===== src/rtl/div_ctrl.sv =====
// Sequencing controller in front of the iterative divider: resolves div-by-zero, signed overflow and repeat operands
// locally (1-cycle result), else issues to the divider; stalls the pipeline until writeback, flush or timeout.
module div_ctrl #(
  parameter int DW      = 32,
  parameter int TIMEOUT = 64
) (
  input  logic          clk,
  input  logic          rst,
  input  logic          req_valid,
  input  logic [1:0]    req_op,
  input  logic [DW-1:0] req_rs1,
  input  logic [DW-1:0] req_rs2,
  input  logic [4:0]    req_rd,
  input  logic          flush_i,
  output logic [DW-1:0] div_dividend,
  output logic [DW-1:0] div_divisor,
  output logic          div_signed,
  output logic          div_en,
  input  logic [DW-1:0] div_quot,
  input  logic [DW-1:0] div_rem,
  input  logic          div_done,
  input  logic          div_busy,
  output logic          stall_o,
  output logic          wb_valid,
  output logic [4:0]    wb_rd,
  output logic [DW-1:0] wb_data,
  output logic          err_o
);

  typedef enum logic [2:0] {IDLE, ISSUE, WAIT, DRAIN, DONE} state_t;

  localparam int CW = $clog2(TIMEOUT) + 1;
  localparam logic [CW-1:0] CNT_MAX = CW'(TIMEOUT - 1);
  localparam logic [DW-1:0] SMIN    = {1'b1, {(DW-1){1'b0}}};

  state_t        state;
  logic [CW-1:0] cnt;
  logic          want_rem;
  logic          cache_valid;
  logic          cache_signed;
  logic [DW-1:0] cache_rs1, cache_rs2, cache_quot, cache_rem;

  logic req_signed, div_zero, ovf, hit, accept;

  assign req_signed = ~req_op[0];
  assign div_zero   = (req_rs2 == '0);
  assign ovf        = req_signed && (req_rs1 == SMIN) && (req_rs2 == '1);
  assign hit        = cache_valid && (cache_rs1 == req_rs1) && (cache_rs2 == req_rs2) &&
                      (cache_signed == req_signed);
  assign accept     = (state == IDLE) && req_valid && !flush_i;

  assign stall_o  = accept || (state == ISSUE) || (state == WAIT) || (state == DRAIN);
  // A flush landing in the writeback cycle must still be able to kill the strobe.
  assign wb_valid = (state == DONE) && !flush_i;

  always_ff @(posedge clk) begin
    if (rst) begin
      state        <= IDLE;
      cnt          <= '0;
      want_rem     <= 1'b0;
      cache_valid  <= 1'b0;
      cache_signed <= 1'b0;
      cache_rs1    <= '0;
      cache_rs2    <= '0;
      cache_quot   <= '0;
      cache_rem    <= '0;
      div_dividend <= '0;
      div_divisor  <= '0;
      div_signed   <= 1'b0;
      div_en       <= 1'b0;
      wb_rd        <= '0;
      wb_data      <= '0;
      err_o        <= 1'b0;
    end else begin
      div_en <= 1'b0;
      case (state)
        IDLE: begin
          if (accept) begin
            want_rem <= req_op[1];
            wb_rd    <= req_rd;
            if (div_zero) begin
              wb_data <= req_op[1] ? req_rs1 : '1;
              state   <= DONE;
            end else if (ovf) begin
              wb_data <= req_op[1] ? '0 : req_rs1;
              state   <= DONE;
            end else if (hit) begin
              wb_data <= req_op[1] ? cache_rem : cache_quot;
              state   <= DONE;
            end else begin
              div_dividend <= req_rs1;
              div_divisor  <= req_rs2;
              div_signed   <= req_signed;
              div_en       <= 1'b1;
              state        <= ISSUE;
            end
          end
        end
        ISSUE: begin
          cnt   <= '0;
          state <= flush_i ? DRAIN : WAIT;
        end
        WAIT: begin
          if (flush_i) begin
            cnt <= '0;
            // Result already arriving alongside the flush: nothing left to drain.
            if (div_done) begin
              cache_valid <= 1'b0;
              state       <= IDLE;
            end else begin
              state <= DRAIN;
            end
          end else if (div_done) begin
            cache_valid  <= 1'b1;
            cache_rs1    <= div_dividend;
            cache_rs2    <= div_divisor;
            cache_signed <= div_signed;
            cache_quot   <= div_quot;
            cache_rem    <= div_rem;
            wb_data      <= want_rem ? div_rem : div_quot;
            state        <= DONE;
          end else if (cnt == CNT_MAX) begin
            err_o       <= 1'b1;
            cache_valid <= 1'b0;
            wb_data     <= '0;
            state       <= DONE;
          end else begin
            cnt <= cnt + CW'(1);
          end
        end
        DRAIN: begin
          if (div_done || (!div_busy && cnt == CNT_MAX)) begin
            cache_valid <= 1'b0;
            state       <= IDLE;
          end else if (cnt != CNT_MAX) begin
            cnt <= cnt + CW'(1);
          end
        end
        DONE: state <= IDLE;
        default: state <= IDLE;
      endcase
    end
  end

endmodule


===== config.mk =====
export PLATFORM = sky130hd
export DESIGN_NAME = div_ctrl
export DESIGN_NICKNAME = d
export VERILOG_FILES = /design/src/rtl/div_ctrl.sv
export SDC_FILE = /design/constraint.sdc
export NUM_CORES = 1
export LEC_CHECK = 0
export CAP_MARGIN = 20
export CORE_ASPECT_RATIO = 1.25
export CORE_MARGIN = 2
export CORE_UTILIZATION = 52
export CTS_BUF_LIST = sky130_fd_sc_hd__clkbuf_4 sky130_fd_sc_hd__clkbuf_8
export DETAILED_ROUTE_END_ITERATION = 7
export PLACE_DENSITY = 0.79
export SLEW_MARGIN = 15
export SYNTH_ARGS = -nofsm -noshare
export SYNTH_HDL_FRONTEND = slang
export SYNTH_SLANG_ARGS = --single-unit
export TNS_END_PERCENT = 50

===== constraint.sdc =====
create_clock -name clk -period 2.86 [get_ports clk]
set_clock_uncertainty 0.05 [all_clocks]
set_input_delay 0.286 -clock clk [delete_from_list [all_inputs] [get_ports clk]]
set_output_delay 0.286 -clock clk [all_outputs]
set_load 0.005 [all_outputs]

# --- Yosys cells after proc, flatten, opt, wreduce, memory -nomap -nowiden ---
# Cells that the tools add are included.
word_totals:
  output_inout_bits: 106
  inputBits: 141
  regBits: 245
classes:
  add_sub_neg: 1
  eq_ne: 22
  mux: 36
  n_bitwise: 8
  reduce_logical: 29
op_table:
  columns: ["op", "count"]
  rows:
  - ["32-bit 2-to-1 mux", 11]
  - ["32-bit == test", 2]
  - ["32-bit == test (second input constant)", 2]
  - ["32-bit case mux with 2 select lines", 1]
  - ["7-bit 2-to-1 mux", 5]
  - ["32-bit logical NOT", 1]
  - ["3-bit 2-to-1 mux", 8]
  - ["7-bit case mux with 3 select lines", 1]
  - ["5-bit AND reduction", 3]
  - ["3-bit case mux with 4 select lines", 1]
  - ["1-bit logical AND", 9]
  - ["3-bit != test (second input constant)", 3]
  - ["1-bit NOT", 8]
  - ["4-bit AND reduction", 2]
  - ["7-bit by 1-bit adder with 7-bit output (second input constant)", 1]
  - ["7-bit by 6-bit == test with 1-bit output (second input constant)", 1]
  - ["1-bit 2-to-1 mux", 7]
  - ["7-bit by 6-bit != test with 1-bit output (second input constant)", 1]
  - ["3-bit by 2-bit == test with 1-bit output (second input constant)", 2]
  - ["2-bit != test (second input constant)", 3]
  - ["3-bit AND reduction", 2]
  - ["5-bit OR reduction", 1]
  - ["1-bit logical OR", 4]
  - ["2-bit by 1-bit != test with 1-bit output (second input constant)", 2]
  - ["13 further kinds", 15]

# --- Logic depth before layout (Yosys ltp) ---
# Gate-level depths: netlist of the first run.
depth:
  ltp_word: 9
  ltp_mapped: 10
  depth_no_buf: 8

# --- Worst setup path before layout of the first run ---
# No wires, ideal clock.
synth_path:
  path_kind: "flip-flop to flip-flop"
  from: "register state[2]"
  to: "register wb_data[10]"
  path_slack_ps: 591
  setup_time_ps: 124
  path_buffers: 3
  path_stages_with_launch: 10
  arrival_ps: 2095
  period_less_slack_ps: 2269
  cell_sequence: "dfxtp_1 > clkbuf_1 > or3_1 > nor2_2 > o32a_1 > nor4b_2 > or2_1 > buf_2 > buf_4 > a21oi_1"
synth_between:
  elab_chain_len: 5
synth_rtl:
  columns: ["element", "line_no", "text"]
  rows:
  - ["start: declaration", "36", "state_t state;"]
  - ["start signal: assignment", "101", "state <= flush_i ? DRAIN : WAIT;"]
  - ["3-bit logical NOT", "50, 76", null]
  - ["1-bit logical AND (2 in a row)", "50", "assign accept = (state == IDLE) && req_valid && !flush_i;"]
  - ["2-bit != test (no source line)", null, null]
  - ["5-bit AND reduction (no source line)", null, null]
  - ["end signal: assignment", "82", "wb_data <= req_op[1] ? req_rs1 : '1;"]
  - ["end signal: assignment", "85", "wb_data <= req_op[1] ? '0 : req_rs1;"]
  - ["end signal: assignment", "88", "wb_data <= req_op[1] ? cache_rem : cache_quot;"]
  - ["end: declaration", "26", "output logic [DW-1:0] wb_data,"]
# Several ways; a longest one is shown, not always the timed one.
# A chain may end at the register's enable or synchronous reset.

# --- Worst setup path after layout of the first run ---
layout_path:
  from: "input port req_rs1[21]"
  to: "register wb_data[30]"
layout_between:
  elab_chain_len: 7
layout_rtl:
  columns: ["element", "line_no", "text"]
  rows:
  - ["start: declaration", "11", "input logic [DW-1:0] req_rs1,"]
  - ["32-bit == test", "47", "assign ovf = req_signed && (req_rs1 == SMIN) && (req_rs2 == '1);"]
  - ["1-bit logical AND (2 in a row)", "47", null]
  - ["32-bit 2-to-1 mux", "84", "end else if (ovf) begin"]
  - ["32-bit 2-to-1 mux", "81", "if (div_zero) begin"]
  - ["32-bit 2-to-1 mux", "78", "if (accept) begin"]
  - ["32-bit case mux with 2 select lines", "76", "case (state)"]
# Several ways; a longest one is shown, not always the timed one. The select of a mux whose other input is x is not followed.

==> out/results.ini, run 1 <==
[grt]
grt_pass1_wl_mm=58.0
grt_pass1_vias=11000
grt_max_degree=96
grtUsageTotal=0.321
antenna_found_initial=3
grt_overflow=0

[run]
timing.max_cap.violations=0

[floorplanning]
io_pins=247
die_h_um=169
dieArea_um2=22900
die_x_um=136
row_count=60
core_um2=21400
start_util=0.527

[placement]
portBuffers=246
place_area_um2=14500
dp_hpwl_mm=26.5
dp_cells=1951
gp_congestion=0.927

[power]
p_leak_nw=5.54
ir_drop_mv=0.321
powerDensity_nw_per_um2=574

[synthesis]
synthFlopType=dfxtp_1
yosysSeqAreaShare=0.435
yosysUniqueCellTypes=54
avgSynthCellArea_um2=7.88
synth.cell_area_um2=11300
yosysWarnings=0
syn-instance-count=1431
ys_ff_latch=245
synthArstFlopShare=0
synth-edff-count=0
synthesis.nets=1573

[drt]
wirelength_mm=37.8
drtPass1Iterations=6
drc=0
drt_iter0_drc=1033
vias_per_cell=5.78
vias=11700
ant_nets=0
wl_per_cell_um=18.7

[timing]
worst_pin_slew_ns=0.912
report.final.slew_viol_count=0
slew_headroom=0.392
fin_hold_ws_ns=0.0731
finalCriticalPeriod_ns=2.70
finalCritPeriodShare=0.944
finalSetupViolations=0
grt_setup_unrepaired=no
fmax_mhz=371
tns_ns=0
finalHoldViolations=0

[worst_setup_path]
crit_path_end_kind=flop
cp.arrival_ns=3.07
path_max_fanout=18
crit_type=input pin to flop
worstSetupStartpointType=input pin
required_ns=3.23

[run_status]
status=finished, final reports clean

[clocking]
cts.sinks=245
cts_resized=0
cts_buffers=39
htreeDepth=2
clockRootBuffer=clkbuf_8
clock_path_buffers=3
cts_tree=yes
clkSlewWorstSetupHoldPaths_ns=0.06
post-cts-setup-buffers=0
clk_latency_ns=0.55
ctsHoldBuffers=0

[worst_hold_path]
hold_class=input pin to flop

[layout]
design_area_um2=15400
stdcell_count=2021
drive_above_1_share=0.104
utilization=0.718
area_growth_syn_to_layout_pct=36.2
layout.nets=1855

Yosys cell counts, types with 2 or more instances:
library cell	count	area, um^2
nand3_1	2	10.0
o21ai_0	68	340
nor4_1	26	163
o31ai_1	32	240
o22ai_1	3	18.8
xnor2_1	21	184
dfxtp_1	245	4900
nand4_1	18	113
or3_1	3	18.8
clkbuf_1	84	315
a2111o_1	2	22.5
buf_1	4	15.0
nor4b_1	2	17.5
nor2_1	59	221
and3_1	2	12.5
or4_1	2	15.0
inv_1	11	41.3
nand2b_1	5	31.3
nand3b_1	2	15.0
nor3_1	4	20.0
buf_6	6	67.6
buf_2	11	55.1
a2111oi_0	2	17.5
nand2_1	431	1620
xor2_1	35	307
mux2i_1	102	1020
and4_1	2	17.5
a31oi_1	2	12.5
a221oi_1	31	272
nor2b_1	15	93.8
a21oi_1	173	866
buf_4	3	22.5
clkinv_1	2	7.51
registers in the layout, summed over array words and instances, names as in the netlist:
register / cells
cache_quot: 32
err_o: 1
div_signed: 1
div_en: 1
cache_rem: 32
cache_rs1: 32
cnt: 7
cache_signed: 1
wb_rd: 5
div_dividend: 32
cache_rs2: 32
cache_valid: 1
state: 3
wb_data: 32
want_rem: 1
div_divisor: 32
layout make-up:
class / count / area (um^2)
Antenna cell: 3 / 7.51
Clock buffer: 55 / 707
Clock inverter: 12 / 118
Fill cell: 1723 / 6030
Inverter: 14 / 55.1
Multi-Input combinational cell: 1064 / 5880
Sequential cell: 245 / 4910
Tap cell: 279 / 349
Timing Repair Buffer: 349 / 3350
critical path: stages:
cell             delay, ns
clkdlybuf4s50_1       0.44
or4b_1                0.52
nor4_1                0.30
buf_4                 0.17
nand4_1               0.20
nor3_4                0.24
buf_4                 0.27
o21ai_0               0.14
a221oi_1              0.37
a21oi_1               0.13
per-stage QoR:
step                      setup slack (ns)  power, mW
after floorplan                      0.591       4.68
after global placement              -0.269       5.65
after detailed placement            -0.310       5.68
after CTS                            0.162       8.84
after global routing                0.0257       9.12
final                                0.161       8.82
layout by cell type, fill, tap and decap left out, types with 25 or more instances in the layout:
| cell type | instances |
|---|---|
| a21oi_1 | 173 |
| a221oi_1 | 31 |
| buf_4 | 95 |
| clkbuf_8 | 47 |
| clkdlybuf4s50_1 | 245 |
| dfxtp_1 | 244 |
| mux2i_1 | 102 |
| nand2_1 | 431 |
| nor2_1 | 57 |
| nor4_1 | 25 |
| o21ai_0 | 68 |
| o31ai_1 | 32 |
| xor2_1 | 35 |
logic make-up (layout without fill, tap and decap cells):
family	count (synthesis)	in the layout	share of synthesized area
AO/OA/AOI/OAI	323	323	0.166
buffers and inverters	122	430	0.0468
multiplexers	103	103	0.0915
flip-flops	245	245	0.435
XOR/XNOR	56	56	0.0435
adder cells (fa/ha/maj)	1	1	0.00111
AND/OR/NAND/NOR	581	581	0.216
other	0	3	0
worst paths after layout:
path         slack (ns)                     endpoint                   startpoint  cells after the start
max                0.16     wb_data[30]$_SDFFE_PP0P_                  req_rs1[21]                     10
min                0.07   cache_rs2[21]$_SDFFE_PP0P_                          rst                      2
max reg2reg        0.28      wb_data[5]$_SDFFE_PP0P_   cache_rs2[27]$_SDFFE_PP0P_                     11
min reg2reg        0.40  cache_quot[21]$_SDFFE_PP0P_  cache_quot[21]$_SDFFE_PP0P_                      2
power breakdown:
| part | total, mW | internal (mW) | switching [mW] |
|---|---|---|---|
| Combinational | 1.82 | 0.930 | 0.891 |
| Clock | 3.18 | 1.78 | 1.41 |
| Sequential | 3.82 | 3.64 | 0.185 |
| Total | 8.82 | 6.34 | 2.48 |
metal layers:
layer  up-vias  wire length [um]  global-route usage
met5         -                 0                   0
met4         0              1950               0.167
met3       116              3390              0.0599
met2       603             18100               0.535
met1      5506             14400               0.393
li1       5457                 -                   -
(Power assumes the default switching activity.)
==> run 2: changes to the inputs <==
- CORE_ASPECT_RATIO: 1.25 -> default
==> out/results.ini, run 2 (same netlist as run 1, synthesis figures left out) <==
[drt]
drt_iter0_drc=903  ; -13%
vias_per_cell=5.75  ; -0.56%
vias=11600  ; -0.41%
wl_per_cell_um=18.8  ; +0.60%
ant_nets=0  ; unchanged
wirelength_mm=38.1  ; +0.75%
drtPass1Iterations=5  ; -1
drc=0  ; unchanged

[grt]
grtUsageTotal=0.322  ; +0.00118
antenna_found_initial=0  ; -3
grt_max_degree=146  ; +52%
grt_pass1_wl_mm=57.6  ; -0.69%
grt_pass1_vias=11000  ; -0.045%
grt_overflow=0  ; unchanged

[floorplanning]
core_um2=21200  ; -1.1%
row_count=53  ; -12%
dieArea_um2=22900  ; about the same
die_h_um=151  ; -10%
start_util=0.533  ; +0.00602
die_x_um=151  ; +11%
io_pins=247  ; unchanged

[clocking]
cts_buffers=40  ; +2.6%
post-cts-setup-buffers=0  ; unchanged
clockRootBuffer=clkbuf_8
clkSlewWorstSetupHoldPaths_ns=0.06  ; about the same
clock_path_buffers=3  ; unchanged
cts_resized=0  ; unchanged
cts.sinks=245  ; unchanged
ctsHoldBuffers=0  ; unchanged
clk_latency_ns=0.55  ; about the same
cts_tree=yes
htreeDepth=2  ; unchanged

[worst_setup_path]
worst_path_max_delay_cell=clkdlybuf4s50_1
worstPathCellList=clkdlybuf4s50_1 -> nor4_1 -> buf_4 -> nand4_1 -> or3_1 -> nor3_4 -> buf_4 -> or3_1 -> nor3_2 -> buf_4 -> mux2i_1
slowest_delay_ns=0.63  ; +0.11 ns
startpoint=req_rs1[15]
required_ns=3.27  ; +0.04 ns
reg2regPathDepth=5  ; -6
regToRegSetupSlack_ns=0.36  ; +0.08 ns
r2r-end=div_divisor[31]$_SDFFE_PP0P_
r2r-start=state[0]$_SDFFE_PP0P_
cp.arrival_ns=3.04  ; -0.03 ns
crit_path_end_kind=flop
path_max_fanout=13  ; -5
worstSetupStartpointType=input pin
crit_type=input pin to flop
critPathCapture=div_divisor[31]$_SDFFE_PP0P_
critical_path.most_common_cell=buf_4

[layout]
drive_above_1_share=0.109  ; +0.00512
utilization=0.733  ; +0.0148
diodes=0  ; -3
layout.nets=1866  ; +0.59%
final_cell_mix=431 x nand2_1, 245 x clkdlybuf4s50_1, 244 x dfxtp_1
area_growth_syn_to_layout_pct=37.5
final_common_cell=nand2_1

[timing]
finalCritPeriodShare=0.919  ; -0.0241
finalCriticalPeriod_ns=2.63  ; -0.0689 ns
fmax_mhz=380  ; +2.6%
finalHoldViolations=0  ; unchanged
fin_hold_ws_ns=0.206  ; +0.133 ns
grt_setup_unrepaired=no
report.final.slew_viol_count=0  ; unchanged
tns_ns=0  ; unchanged
worst_pin_slew_ns=0.903  ; -0.00932 ns
finalSetupViolations=0  ; unchanged
slew_headroom=0.398  ; +0.00621

[placement]
gp_congestion=0.918  ; -1.0%
portBuffers=246  ; unchanged
dp_hpwl_mm=26.6  ; +0.35%

[worst_hold_path]
hold_start=rst
hold_class=input pin to flop

[power]
p_leak_nw=5.60  ; +1.2%
p_int_mw=6.33  ; -0.22%
ir_drop_mv=0.399  ; +24%
combinationalPowerShare=0.211  ; +0.005
powerDensity_nw_per_um2=567  ; -1.3%
net-switching-power_mw=2.46  ; -0.82%
clkPwrFrac=0.355  ; -0.006
pwr-share-seq=0.434  ; about the same
finalPower_mw=8.79  ; -0.39%
swShare=0.280  ; -0.00120

[run]
timing.max_cap.violations=0  ; unchanged

[run_status]
status=finished, final reports clean

-- run 2: changes by cell type in the layout (fill, tap and decap cells not counted) --
cell	previous run	this run
buf_12	9	16
clkinv_2	7	1
clkbuf_4	8	14
bufinv_16	2	0
diode_2	3	0
buf_4	95	98
clkinvlp_4	3	2
clkbuf_8	47	50
-- run 2: how the worst min path moves through the flow --
stage                                       end  depth (start not counted)  slack [ns]
finish                    wb_rd[0]$_SDFFE_PP0P_                          3        0.21
global route          cache_rem[9]$_SDFFE_PP0P_                          3        0.28
CTS                 div_divisor[1]$_SDFFE_PP0P_                          4        0.25
detailed placement  cache_quot[30]$_SDFFE_PP0P_                          2        0.40
global placement    cache_quot[22]$_SDFFE_PP0P_                          2        0.39
floorplan           cache_quot[31]$_SDFFE_PP0P_                          2        0.37
-- run 2: per-layer routing --
metal,part of all wire,global-route usage,vias up
met5,0,0,-
met4,0.041,0.147,0
met3,0.085,0.0494,94
met2,0.47,0.521,594
met1,0.41,0.424,5450
li1,-,-,5496
-- run 2: worst max-delay path: cells and delay by family --
| kind | cells | cell delay, ns |
|---|---|---|
| muxes | 1 | 0.24 |
| and+or+nand+nor | 6 | 1.24 |
| buffers and inverters | 4 | 1.27 |
-- run 2: cell type report --
class | instances | area, um^2
inverter | 14 | 55.1
clock inverter | 3 | 20.0
sequential | 245 | 4910
tap | 275 | 344
timing repair buffer | 359 | 3510
fill | 1589 | 5650
multi-input combinational | 1064 | 5880
clock buffer | 64 | 793
-- run 2: per-stage QoR --
| stage | setup WS (ns) | cells | instance area (um^2) |
|---|---|---|---|
| floorplan | 0.591 | 1431 | 11300 |
| global placement | -0.167 | 1957 | 14700 |
| detailed placement | -0.299 | 1957 | 14700 |
| CTS | 0.263 | 2024 | 15500 |
| global route | 0.0957 | 2024 | 15500 |
| finish | 0.230 | 2024 | 15500 |
-- run 2: power by group through the flow --
stage,Sequential [mW],Clock [mW],Combinational (mW)
floorplan,3.84,0,0.833
global placement,3.88,0,1.80
detailed placement,3.88,0,1.83
CTS,3.81,3.13,1.84
global route,3.84,3.28,1.97
finish,3.82,3.12,1.85
==> run 3: changes to the inputs <==
- CORE_UTILIZATION: 52 -> 48
- PLACE_DENSITY: 0.79 -> 0.76
- clock period: 2.86 -> 2.4 ns (I/O delays scaled with it)
==> out/results.ini, run 3 (same netlist as run 1, synthesis figures left out) <==
[timing]
grt_setup_unrepaired=yes
finalCritPeriodShare=1.00
finalSetupViolations=3  ; +3
worst_pin_slew_ns=0.631  ; -0.271 ns
report.final.slew_viol_count=0  ; unchanged
tns_ns=-0.0253  ; -0.0253 ns
fmax_mhz=415
slew_headroom=0.579  ; +0.181
layout_setup_ws_ns=-0.0101  ; -0.240 ns
finalCriticalPeriod_ns=2.41
finalHoldViolations=0  ; unchanged

[drt]
vias_per_cell=5.72  ; -0.51%
vias=12000  ; +2.9%
drt_iter0_drc=1218  ; +35%
wirelength_mm=40.4  ; +6.0%
drc=0  ; unchanged
wl_per_cell_um=19.3  ; +2.5%
drtPass1Iterations=7  ; +2
ant_nets=0  ; unchanged

[placement]
dp_hpwl_mm=26.4  ; -0.73%
place_area_um2=14700  ; +0.34%
gp_congestion=0.922  ; +0.40%
portBuffers=246  ; unchanged

[power]
ir_drop_mv=0.383  ; -4.1%
p_leak_nw=5.90  ; +5.3%
powerDensity_nw_per_um2=676  ; +19%

[grt]
grtUsageTotal=0.304  ; -0.0181
grt_overflow=0  ; unchanged
antenna_found_initial=0  ; unchanged
grt_max_degree=68  ; -53%
grt_pass1_wl_mm=59.1  ; +2.6%
grt_pass1_vias=11000  ; -0.55%

[worst_setup_path]
regToRegSetupSlack_ns=0.01  ; -0.35 ns
slowest_delay_ns=0.46  ; -0.17 ns
worst_path_max_delay_cell=or3_1
path_max_fanout=7  ; -6
r2r-start=cache_rs1[14]$_SDFFE_PP0P_
worstPathCellList=clkdlybuf4s50_1 -> nor4_2 -> nand4_1 -> or3_1 -> nor3_4 -> buf_12 -> clkbuf_16 -> o21ai_0 -> a221oi_1 -> a21oi_1
worstSetupStartpointType=input pin
required_ns=2.77  ; -0.50 ns
cp.arrival_ns=2.78  ; -0.26 ns
r2r-end=wb_data[7]$_SDFFE_PP0P_
crit_path_end_kind=flop
path_buf_inv=3  ; -1
critPathTopFamily=simple AND/OR/NAND/NOR gates
crit_type=input pin to flop
reg2regPathDepth=9  ; +4

[run_status]
status=finished, violations left
violations=negative setup slack

[floorplanning]
core_um2=23300  ; +10%
die_x_um=157  ; +4.0%
dieArea_um2=24700  ; +8.1%
io_pins=247  ; unchanged
die_h_um=157  ; +4.0%
row_count=56  ; +5.7%
start_util=0.485  ; -0.0483

[layout]
diodes=0  ; unchanged
regArea_um2=4910  ; +0.10%
final_cell_mix=431 x nand2_1, 240 x dfxtp_1, 231 x clkdlybuf4s50_1
design_area_um2=16200  ; +4.8%
multi_input_area_um2=6130  ; +4.2%
area_growth_syn_to_layout_pct=44.0
n_fill_cell=1834  ; +15%
drive_above_1_share=0.148  ; +0.0385
layout.nets=1889  ; +1.2%
final_common_cell=nand2_1

[clocking]
cts_buffers=42  ; +5.0%
clockRootBuffer=clkbuf_8
cts.sinks=245  ; unchanged
cts_tree=yes
htreeDepth=2  ; unchanged
clkSlewWorstSetupHoldPaths_ns=0.06  ; about the same
clk_latency_ns=0.55  ; about the same
clock_path_buffers=3  ; unchanged

[run]
timing.max_cap.violations=0  ; unchanged

[worst_hold_path]
hold_path_end=div_divisor[11]$_SDFFE_PP0P_
hold_start=req_rs2[11]
hold_depth=3  ; unchanged
hold_class=input pin to flop

==> run 3: layer usage <==
metal	part of all wire	routed length [um]	up-vias	track usage
li1	-	-	5538	-
met3	0.086	3460	101	0.0515
met1	0.40	16300	5656	0.403
met5	0	0	-	0
met4	0.034	1370	0	0.113
met2	0.48	19300	674	0.496
==> run 3: worst max-delay path by stage <==
stage / cells past startpoint / slack [ns] / start / endpoint
floorplan: 9 / 0.13 / state[2]$_SDFFE_PP0P_ / wb_data[23]$_SDFFE_PP0P_
CTS: 9 / 0.003 / cache_rs1[22]$_SDFFE_PP0P_ / wb_data[31]$_SDFFE_PP0P_
global route: 11 / -0.16 / req_rs2[20] / wb_data[15]$_SDFFE_PP0P_
global placement: 10 / -0.81 / req_rs1[3] / wb_data[9]$_SDFFE_PP0P_
finish: 10 / -0.01 / req_rs1[9] / wb_data[15]$_SDFFE_PP0P_
detailed placement: 10 / -0.84 / req_rs1[3] / wb_data[9]$_SDFFE_PP0P_
==> run 3: tightest hold or removal path, cell delays in order <==
cell and delay, ns:
dlymetal6s2s_1 0.19, nand2_1 0.08, mux2i_1 0.07
==> run 3: timing repair <==
action                                  4_1_cts  5_1_grt
endpoints found under the setup margin       92       99
buffers inserted                              4        4
hold buffers                                  0        1
cloned                                        5        8
endpoints found under the hold margin         0        1
gates resized for setup                      30       66
pin swaps                                     7       36
==> run 3: final cells by class <==
cell class	count	area share
clock buffer	63	0.0484
sequential	245	0.302
timing repair buffer	380	0.239
multi-input combinational	1064	0.377
inverter	14	0.00339
clock inverter	8	0.00570
tap	319	0.0246
==> run 3: metrics by stage <==
| step | hold slack [ns] | worst slack [ns] | util | total power, mW | instances |
|---|---|---|---|---|---|
| 6_report | 0.0381 | -0.0101 | 0.699 | 11.0 | 2093 |
| 5_1_grt | 0.0404 | -0.165 | 0.699 | 11.4 | 2093 |
| 4_1_cts | 0.0726 | 0.00297 | 0.681 | 10.9 | 2082 |
| 3_5_place_dp | 0.397 | -0.844 | 0.634 | 6.84 | 2002 |
| 3_3_place_gp | 0.387 | -0.811 | 0.634 | 6.80 | 2002 |
| 2_1_floorplan | 0.326 | 0.131 | - | 5.57 | 1431 |
==> run 3: power breakdown <==
part	total, mW	switching (mW)	internal (mW)	leakage [nW]
clock	3.99	1.69	2.30	0.467
sequential	4.54	0.204	4.33	1.99
combinational	2.46	1.19	1.27	3.45
total	11.0	3.09	7.90	5.90
